===== src/rtl/vexriscv_axi_rd_arbiter.sv =====
// Two-to-one AXI4 read arbiter for the VexRiscv imem/dmem ports; dmem writes pass straight through.
// Optional `ARB_DMEM_PRIORITY_EN`: contested grants always go to dmem instead of round-robin.
module vexriscv_axi_rd_arbiter #(
    parameter int ADDR_WIDTH = 32,
    parameter int DATA_WIDTH = 32,
    parameter int ID_WIDTH   = 1
) (
    input  logic                    clk,
    input  logic                    resetn,

    input  logic [ID_WIDTH-1:0]     s_imem_arid,
    input  logic [ADDR_WIDTH-1:0]   s_imem_araddr,
    input  logic [7:0]              s_imem_arlen,
    input  logic [2:0]              s_imem_arsize,
    input  logic [1:0]              s_imem_arburst,
    input  logic                    s_imem_arlock,
    input  logic [3:0]              s_imem_arcache,
    input  logic [2:0]              s_imem_arprot,
    input  logic [3:0]              s_imem_arqos,
    input  logic                    s_imem_arvalid,
    output logic                    s_imem_arready,
    output logic [ID_WIDTH-1:0]     s_imem_rid,
    output logic [DATA_WIDTH-1:0]   s_imem_rdata,
    output logic [1:0]              s_imem_rresp,
    output logic                    s_imem_rlast,
    output logic                    s_imem_rvalid,
    input  logic                    s_imem_rready,

    input  logic [ID_WIDTH-1:0]     s_dmem_arid,
    input  logic [ADDR_WIDTH-1:0]   s_dmem_araddr,
    input  logic [7:0]              s_dmem_arlen,
    input  logic [2:0]              s_dmem_arsize,
    input  logic [1:0]              s_dmem_arburst,
    input  logic                    s_dmem_arlock,
    input  logic [3:0]              s_dmem_arcache,
    input  logic [2:0]              s_dmem_arprot,
    input  logic [3:0]              s_dmem_arqos,
    input  logic                    s_dmem_arvalid,
    output logic                    s_dmem_arready,
    output logic [ID_WIDTH-1:0]     s_dmem_rid,
    output logic [DATA_WIDTH-1:0]   s_dmem_rdata,
    output logic [1:0]              s_dmem_rresp,
    output logic                    s_dmem_rlast,
    output logic                    s_dmem_rvalid,
    input  logic                    s_dmem_rready,

    input  logic [ID_WIDTH-1:0]     s_dmem_awid,
    input  logic [ADDR_WIDTH-1:0]   s_dmem_awaddr,
    input  logic [7:0]              s_dmem_awlen,
    input  logic [2:0]              s_dmem_awsize,
    input  logic [1:0]              s_dmem_awburst,
    input  logic                    s_dmem_awlock,
    input  logic [3:0]              s_dmem_awcache,
    input  logic [2:0]              s_dmem_awprot,
    input  logic [3:0]              s_dmem_awqos,
    input  logic                    s_dmem_awvalid,
    output logic                    s_dmem_awready,
    input  logic [DATA_WIDTH-1:0]   s_dmem_wdata,
    input  logic [DATA_WIDTH/8-1:0] s_dmem_wstrb,
    input  logic                    s_dmem_wlast,
    input  logic                    s_dmem_wvalid,
    output logic                    s_dmem_wready,
    output logic [ID_WIDTH-1:0]     s_dmem_bid,
    output logic [1:0]              s_dmem_bresp,
    output logic                    s_dmem_bvalid,
    input  logic                    s_dmem_bready,

    output logic [ID_WIDTH:0]       m_arid,
    output logic [ADDR_WIDTH-1:0]   m_araddr,
    output logic [7:0]              m_arlen,
    output logic [2:0]              m_arsize,
    output logic [1:0]              m_arburst,
    output logic                    m_arlock,
    output logic [3:0]              m_arcache,
    output logic [2:0]              m_arprot,
    output logic [3:0]              m_arqos,
    output logic                    m_arvalid,
    input  logic                    m_arready,
    input  logic [ID_WIDTH:0]       m_rid,
    input  logic [DATA_WIDTH-1:0]   m_rdata,
    input  logic [1:0]              m_rresp,
    input  logic                    m_rlast,
    input  logic                    m_rvalid,
    output logic                    m_rready,

    output logic [ID_WIDTH:0]       m_awid,
    output logic [ADDR_WIDTH-1:0]   m_awaddr,
    output logic [7:0]              m_awlen,
    output logic [2:0]              m_awsize,
    output logic [1:0]              m_awburst,
    output logic                    m_awlock,
    output logic [3:0]              m_awcache,
    output logic [2:0]              m_awprot,
    output logic [3:0]              m_awqos,
    output logic                    m_awvalid,
    input  logic                    m_awready,
    output logic [DATA_WIDTH-1:0]   m_wdata,
    output logic [DATA_WIDTH/8-1:0] m_wstrb,
    output logic                    m_wlast,
    output logic                    m_wvalid,
    input  logic                    m_wready,
    input  logic [ID_WIDTH:0]       m_bid,
    input  logic [1:0]              m_bresp,
    input  logic                    m_bvalid,
    output logic                    m_bready,

    output logic                    busy
);

    typedef enum logic [1:0] {S_IDLE, S_ADDR, S_DATA} state_t;

    state_t state_q, state_d;
    logic   owner_q, owner_d;
    logic   rr_ptr_q, rr_ptr_d;

    always_ff @(posedge clk or negedge resetn) begin
        if (!resetn) begin
            state_q  <= S_IDLE;
            owner_q  <= 1'b0;
            rr_ptr_q <= 1'b0;
        end else begin
            state_q  <= state_d;
            owner_q  <= owner_d;
            rr_ptr_q <= rr_ptr_d;
        end
    end

    always_comb begin
        state_d  = state_q;
        owner_d  = owner_q;
        rr_ptr_d = rr_ptr_q;
        case (state_q)
            S_IDLE: begin
                if (s_imem_arvalid && s_dmem_arvalid) begin
`ifdef ARB_DMEM_PRIORITY_EN
                    owner_d  = 1'b1;
`else
                    owner_d  = rr_ptr_q;
                    rr_ptr_d = ~rr_ptr_q;
`endif
                    state_d  = S_ADDR;
                end else if (s_imem_arvalid) begin
                    owner_d = 1'b0;
                    state_d = S_ADDR;
                end else if (s_dmem_arvalid) begin
                    owner_d = 1'b1;
                    state_d = S_ADDR;
                end
            end
            S_ADDR: if (m_arvalid && m_arready) state_d = S_DATA;
            S_DATA: if (m_rvalid && m_rready && m_rlast) state_d = S_IDLE;
            default: state_d = S_IDLE;
        endcase
    end

    // Handshake gating only; payloads below are muxed from owner unconditionally.
    always_comb begin
        m_arvalid      = 1'b0;
        s_imem_arready = 1'b0;
        s_dmem_arready = 1'b0;
        m_rready       = 1'b0;
        s_imem_rvalid  = 1'b0;
        s_dmem_rvalid  = 1'b0;
        busy           = (state_q != S_IDLE);
        case (state_q)
            S_ADDR: begin
                m_arvalid = owner_q ? s_dmem_arvalid : s_imem_arvalid;
                if (owner_q) s_dmem_arready = m_arready;
                else         s_imem_arready = m_arready;
            end
            S_DATA: begin
                m_rready      = owner_q ? s_dmem_rready : s_imem_rready;
                s_imem_rvalid = m_rvalid & ~owner_q;
                s_dmem_rvalid = m_rvalid &  owner_q;
            end
            default: ;
        endcase
    end

    assign m_arid    = owner_q ? {1'b1, s_dmem_arid} : {1'b0, s_imem_arid};
    assign m_araddr  = owner_q ? s_dmem_araddr  : s_imem_araddr;
    assign m_arlen   = owner_q ? s_dmem_arlen   : s_imem_arlen;
    assign m_arsize  = owner_q ? s_dmem_arsize  : s_imem_arsize;
    assign m_arburst = owner_q ? s_dmem_arburst : s_imem_arburst;
    assign m_arlock  = owner_q ? s_dmem_arlock  : s_imem_arlock;
    assign m_arcache = owner_q ? s_dmem_arcache : s_imem_arcache;
    assign m_arprot  = owner_q ? s_dmem_arprot  : s_imem_arprot;
    assign m_arqos   = owner_q ? s_dmem_arqos   : s_imem_arqos;

    assign s_imem_rid   = m_rid[ID_WIDTH-1:0];
    assign s_imem_rdata = m_rdata;
    assign s_imem_rresp = m_rresp;
    assign s_imem_rlast = m_rlast;
    assign s_dmem_rid   = m_rid[ID_WIDTH-1:0];
    assign s_dmem_rdata = m_rdata;
    assign s_dmem_rresp = m_rresp;
    assign s_dmem_rlast = m_rlast;

    // dmem is the only writer, so the write ID prefix is fixed at 1.
    assign m_awid         = {1'b1, s_dmem_awid};
    assign m_awaddr       = s_dmem_awaddr;
    assign m_awlen        = s_dmem_awlen;
    assign m_awsize       = s_dmem_awsize;
    assign m_awburst      = s_dmem_awburst;
    assign m_awlock       = s_dmem_awlock;
    assign m_awcache      = s_dmem_awcache;
    assign m_awprot       = s_dmem_awprot;
    assign m_awqos        = s_dmem_awqos;
    assign m_awvalid      = s_dmem_awvalid;
    assign s_dmem_awready = m_awready;
    assign m_wdata        = s_dmem_wdata;
    assign m_wstrb        = s_dmem_wstrb;
    assign m_wlast        = s_dmem_wlast;
    assign m_wvalid       = s_dmem_wvalid;
    assign s_dmem_wready  = m_wready;
    assign s_dmem_bid     = m_bid[ID_WIDTH-1:0];
    assign s_dmem_bresp   = m_bresp;
    assign s_dmem_bvalid  = m_bvalid;
    assign m_bready       = s_dmem_bready;

    logic unused_id_msb;
    assign unused_id_msb = m_rid[ID_WIDTH] ^ m_bid[ID_WIDTH];

endmodule


===== config.mk =====
export PLATFORM = sky130hd
export DESIGN_NAME = vexriscv_axi_rd_arbiter
export DESIGN_NICKNAME = d
export VERILOG_FILES = /design/src/rtl/vexriscv_axi_rd_arbiter.sv
export SDC_FILE = /design/constraint.sdc
export NUM_CORES = 1
export LEC_CHECK = 0
export ABC_AREA = 1
export CORE_AREA = 2 2 201 203
export CTS_CLUSTER_DIAMETER = 100
export CTS_CLUSTER_SIZE = 28
export DETAILED_ROUTE_END_ITERATION = 8
export DIE_AREA = 0 0 203 205
export PLACE_DENSITY = 0.39
export SLEW_MARGIN = 5
export SYNTH_ARGS = -nofsm -noshare
export SYNTH_HDL_FRONTEND = slang
export SYNTH_SLANG_ARGS = --single-unit
export TNS_END_PERCENT = 10

===== constraint.sdc =====
create_clock -name clk -period 1.7 [get_ports clk]
set_input_delay 0.51 -clock clk [delete_from_list [all_inputs] [get_ports clk]]
set_output_delay 0.51 -clock clk [all_outputs]
set_load 0.03 [all_outputs]

# Yosys cells after proc, flatten, opt, wreduce, memory -nomap -nowiden
# Cells that the tools add are included.
# classes
bitwise_logic,4
mux,28
reduce_logical,10
n_eq_ne,5
# op_table
cell,count
32-bit 2-to-1 mux,1
1-bit 2-to-1 mux,14
2-bit 2-to-1 mux,7
4-bit 2-to-1 mux,2
8-bit 2-to-1 mux,1
3-bit 2-to-1 mux,2
2-bit case mux with 3 select lines,1
1-bit logical AND,4
"2-bit inequality test, second input constant",2
"4-bit inequality test, second input constant",1
2-bit AND reduction,2
3-bit AND reduction,1
3-bit nonzero test,1
1-bit bitwise AND,2
"2-bit by 1-bit equality test with 1-bit output, second input constant",1
"2-bit equality test, second input constant",1
2-bit zero test,1
1-bit inverter,2
2-bit nonzero test,1
# word_totals
out_inout_bits,243
register_bits,4
inputBits,266
elab_cells,50

# Longest topological paths before layout
# logic_depth
depth_word,6
depth_mapped,6
ltp_nobuf,5

# Worst setup path after synthesis
# Ideal clock, no wire load.
# synth_timing
path_kind,reg-to-output
from,register owner_q
to,output port s_imem_arready
required_ns,1.190
arrival_time_ns,1.373
slack_ns,-0.183
path_stages_with_launch,4
n_path_buf,2
path_cell_list,dfrtp_1 -> buf_6 -> buf_8 -> nor3_1
# synth_via
elab_chain_len,2
# synth_lines
item,line_no,text
from (decl),113,"logic owner_q, owner_d;"
from (signal assigned),123,owner_q <= owner_d;
1-bit 2-to-1 mux,168,if (owner_q) s_dmem_arready = m_arready;
1-bit 2-to-1 mux,165,case (state_q)
to (decl),21,"output logic s_imem_arready,"
# Every way passes these cells.

# Worst setup path after layout
# layout_timing
from,input port s_imem_rready
to,output port m_rready
# layout_via
elab_chain_len,2
# layout_lines
item,line_no,text
from (decl),27,"input logic s_imem_rready,"
1-bit 2-to-1 mux,172,m_rready = owner_q ? s_dmem_rready : s_imem_rready;
1-bit 2-to-1 mux,165,
to (decl),84,"output logic m_rready,"
# Every way passes these cells.

==> out/results.tsv <==
stage	metric	value	unit
place	preCtsSetupSlack	-0.349	ns
drt	detail_route.wl_per_cell	14.7	um
synthesis	mappedNetlistArea	0.00238	sq mm
clock_network	tritoncts	yes	
cells_and_area	multiInputGateArea	876	sq um
drt	viasPerCell	2.49	
synthesis	synth_cell_types	19	
synthesis	synth.yosys.seq_area_share	4.20	%
synthesis	synth_top_cell_by_area	sky130_fd_sc_hd__buf_4	
clock_network	cts-htree-levels	1	
cells_and_area	final_nets	699	
critical_path	setup_crit_end_kind	output pin	
global_route	grt_antenna_before_repair	1	
hold_path	hold_end	rr_ptr_q	
pwr	power.density_cell_area	1550	mW/mm^2
synthesis	syn_inst	409	
clock_network	cts_num_sinks	4	
die	die_width	203	um
critical_path	worst-endpoint-required	1.19	ns
pwr	vdd_ir_drop_max	0.584	mV
timing	finalHoldViolations	0	
synthesis	yosys.cell_count.top_type	sky130_fd_sc_hd__nand2_1	
hold_path	worst_hold_path_type	register to register	
cells_and_area	post-route-cell-area	0.00412	sq mm
die	die_footprint	0.0416	sq mm
timing	timing.final.crit_share	111	%
critical_path	critical_path.reg2reg.endpoint	state_q[1]	
die	rows	73	
timing	rsz0062_at_grt	yes	
critical_path	ff2ff_setup_slack	0.41	ns
drt	post-route-drc-count	0	
die	num_io_pins	509	
global_route	track_usage	5.92	%
cells_and_area	final_core_area_utilization	10.5	%
drt	route.vias.total	2384	
synthesis	synth_fp_nets	675	
synthesis	synth.area.top_cells	sky130_fd_sc_hd__buf_4, sky130_fd_sc_hd__nand2_1, sky130_fd_sc_hd__dfrtp_1	
pwr	final_total_power	6380	uW
synthesis	post-synth-top-area-fraction	56.4	%
hold_path	hold-path-cell-count	1	
die	die_h	205	um
global_route	grt_start_max_net_pins	21	
drt	drt-total-wl	14100	um
timing	setup_viol	66	
cells_and_area	area_delta_synth_final	73.0	%
synthesis	synth-async-reset-ratio	100	%
clock_network	clockRootBuffer	sky130_fd_sc_hd__clkbuf_16	
timing	setup_ws	-0.188	ns
timing	max_freq	530	MHz
timing	timing.clock.skew	0.00211	ns
synthesis	synth.ff_latch_count	4	
pwr	leakagePower	0.00180	uW
clock_network	cts.reportedPaths.clkPinSlew	0.03	ns
critical_path	worst-setup-path-type	input pin to output pin	
clock_network	numCtsBuffers	3	
timing	final_max_slew_viol_count	0	
place	detailed_place.area	0.00357	sq mm
clock_network	cts_buffer_depth	2	
synthesis	yosys_warnings	0	
synthesis	count_of_flip_flops_with_a_built_in_enable_after_synthesis	0	
critical_path	worstSetupStartpointType	input pin	
global_route	gr-total-overflow	0	
drt	ant_nets	0	
cells_and_area	ff_latch_area	101	sq um
critical_path	crit_arrival	1.38	ns
flow_run	max_cap_viol_count	0	
place	dp.final_hpwl	10200	um
status	violations	negative setup slack	
clock_network	worst_skew_pair.late_latency	0.22	ns
critical_path	critPathMaxFanout	2	
cells_and_area	layout-drive-gt1-share	28.5	%
global_route	grt_pass1_wl	17400	um
drt	drt_first_pass_iters	4	
synthesis	netlist_top_cells_count	sky130_fd_sc_hd__nand2_1, sky130_fd_sc_hd__buf_4, sky130_fd_sc_hd__inv_1	
place	port_buffers	192	
timing	layout_min_cycle_time	1.89	ns
place	gp_congestion	0.679	
hold_path	worstHoldStart	rr_ptr_q	
die	core_area	0.0394	sq mm
critical_path	cells_on_worst_reg2reg_path	7	
critical_path	worstReg2RegStart	owner_q	
cells_and_area	fillerInstances	4568	
synthesis	synth_top_flop_cell	sky130_fd_sc_hd__dfrtp_1	
synthesis	syn-mean-instance-area	5.83	sq um
drt	detailed_router_s_first_iteration_violation_count	76	
die	initial_utilization	6.05	%
status	outcome	complete, but fails checks	
global_route	grt_pass1_vias	2453	
cells in the final DEF, fill, tap and decap left out, types with 3 or more instances in the layout:
cell and instances:
sky130_fd_sc_hd__buf_4 16, sky130_fd_sc_hd__buf_6 50, sky130_fd_sc_hd__inv_1 8, sky130_fd_sc_hd__dlygate4sd2_1 4, sky130_fd_sc_hd__clkdlybuf4s50_1 120, sky130_fd_sc_hd__nand2_2 23, sky130_fd_sc_hd__buf_16 4, sky130_fd_sc_hd__buf_12 14
sky130_fd_sc_hd__clkbuf_16 5, sky130_fd_sc_hd__nor3_2 4, sky130_fd_sc_hd__dfrtp_1 3, sky130_fd_sc_hd__nand2_1 164
repair_timing:
action                                 CTS  global route
gates resized for setup                 88             6
hold buffers                             0             0
buffers inserted                         3             0
endpoints found under the hold margin    0             0
gates cloned                             4             2
setup endpoints to repair               66            66
pin swaps                               23             6
layout make-up:
cell class / instances / area share [%]
tap: 525 / 15.9
antenna: 1 / 0.0607
multi-input combinational: 203 / 21.2
inverter: 11 / 1.18
sequential: 4 / 2.46
timing repair buffer: 210 / 57.2
clock buffer: 4 / 1.91
critical path, stage by stage:
cell and delay [ns]:
sky130_fd_sc_hd__clkdlybuf4s50_1 0.45, sky130_fd_sc_hd__inv_1 0.04, sky130_fd_sc_hd__nand2_1 0.06, sky130_fd_sc_hd__nand2_2 0.05, sky130_fd_sc_hd__nor2_1 0.10, sky130_fd_sc_hd__buf_4 0.17
per-layer routing:
| metal | global-route usage (%) | share of wire (%) | up-vias |
|---|---|---|---|
| met5 | 0 | 0 | - |
| met4 | 4.69 | 7.2 | 0 |
| met3 | 4.12 | 17 | 74 |
| met2 | 9.65 | 45 | 277 |
| met1 | 5.02 | 31 | 948 |
| li1 | - | - | 1085 |
worst max path at each step:
stage	slack [ns]	cells after the start	end	from
after detailed placement	-0.35	6	m_arvalid	s_imem_arvalid
after global routing	-0.24	6	m_rready	owner_q
after global placement	-0.37	6	m_arvalid	s_imem_arvalid
after floorplan	-0.18	3	s_imem_arready	owner_q
final	-0.19	6	m_rready	s_imem_rready
after CTS	-0.21	6	m_rready	owner_q
stage by stage:
step                      setup TNS (ns)  cells  hold slack (ns)
final                              -8.25    958            0.474
after global routing              -12.40    958            0.504
after CTS                         -10.13    955            0.483
after detailed placement           -5.25    944            0.479
after global placement             -5.06    944            0.475
after floorplan                   -0.537    409            0.214
cell families after synthesis:
| family | after synthesis | synth area share (%) |
|---|---|---|
| xor+xnor | 1 | 0.368 |
| flops | 4 | 4.20 |
| compound gates | 5 | 1.31 |
| buf+inv | 202 | 62.6 |
| other cells | 1 | 0.157 |
| simple gates | 196 | 31.3 |
where the power goes:
part           total (uW)  internal [uW]  leakage [uW]  switching (uW)
clock network         378            310     0.0000382            68.5
logic                5790           2550       0.00172            3240
registers             215            148     0.0000475            67.8
flip-flops by register name (all words and copies together), names as in the netlist:
name,flops
rr_ptr_q,1
state_q,2
owner_q,1
Power figures use the tool's default switching activity.
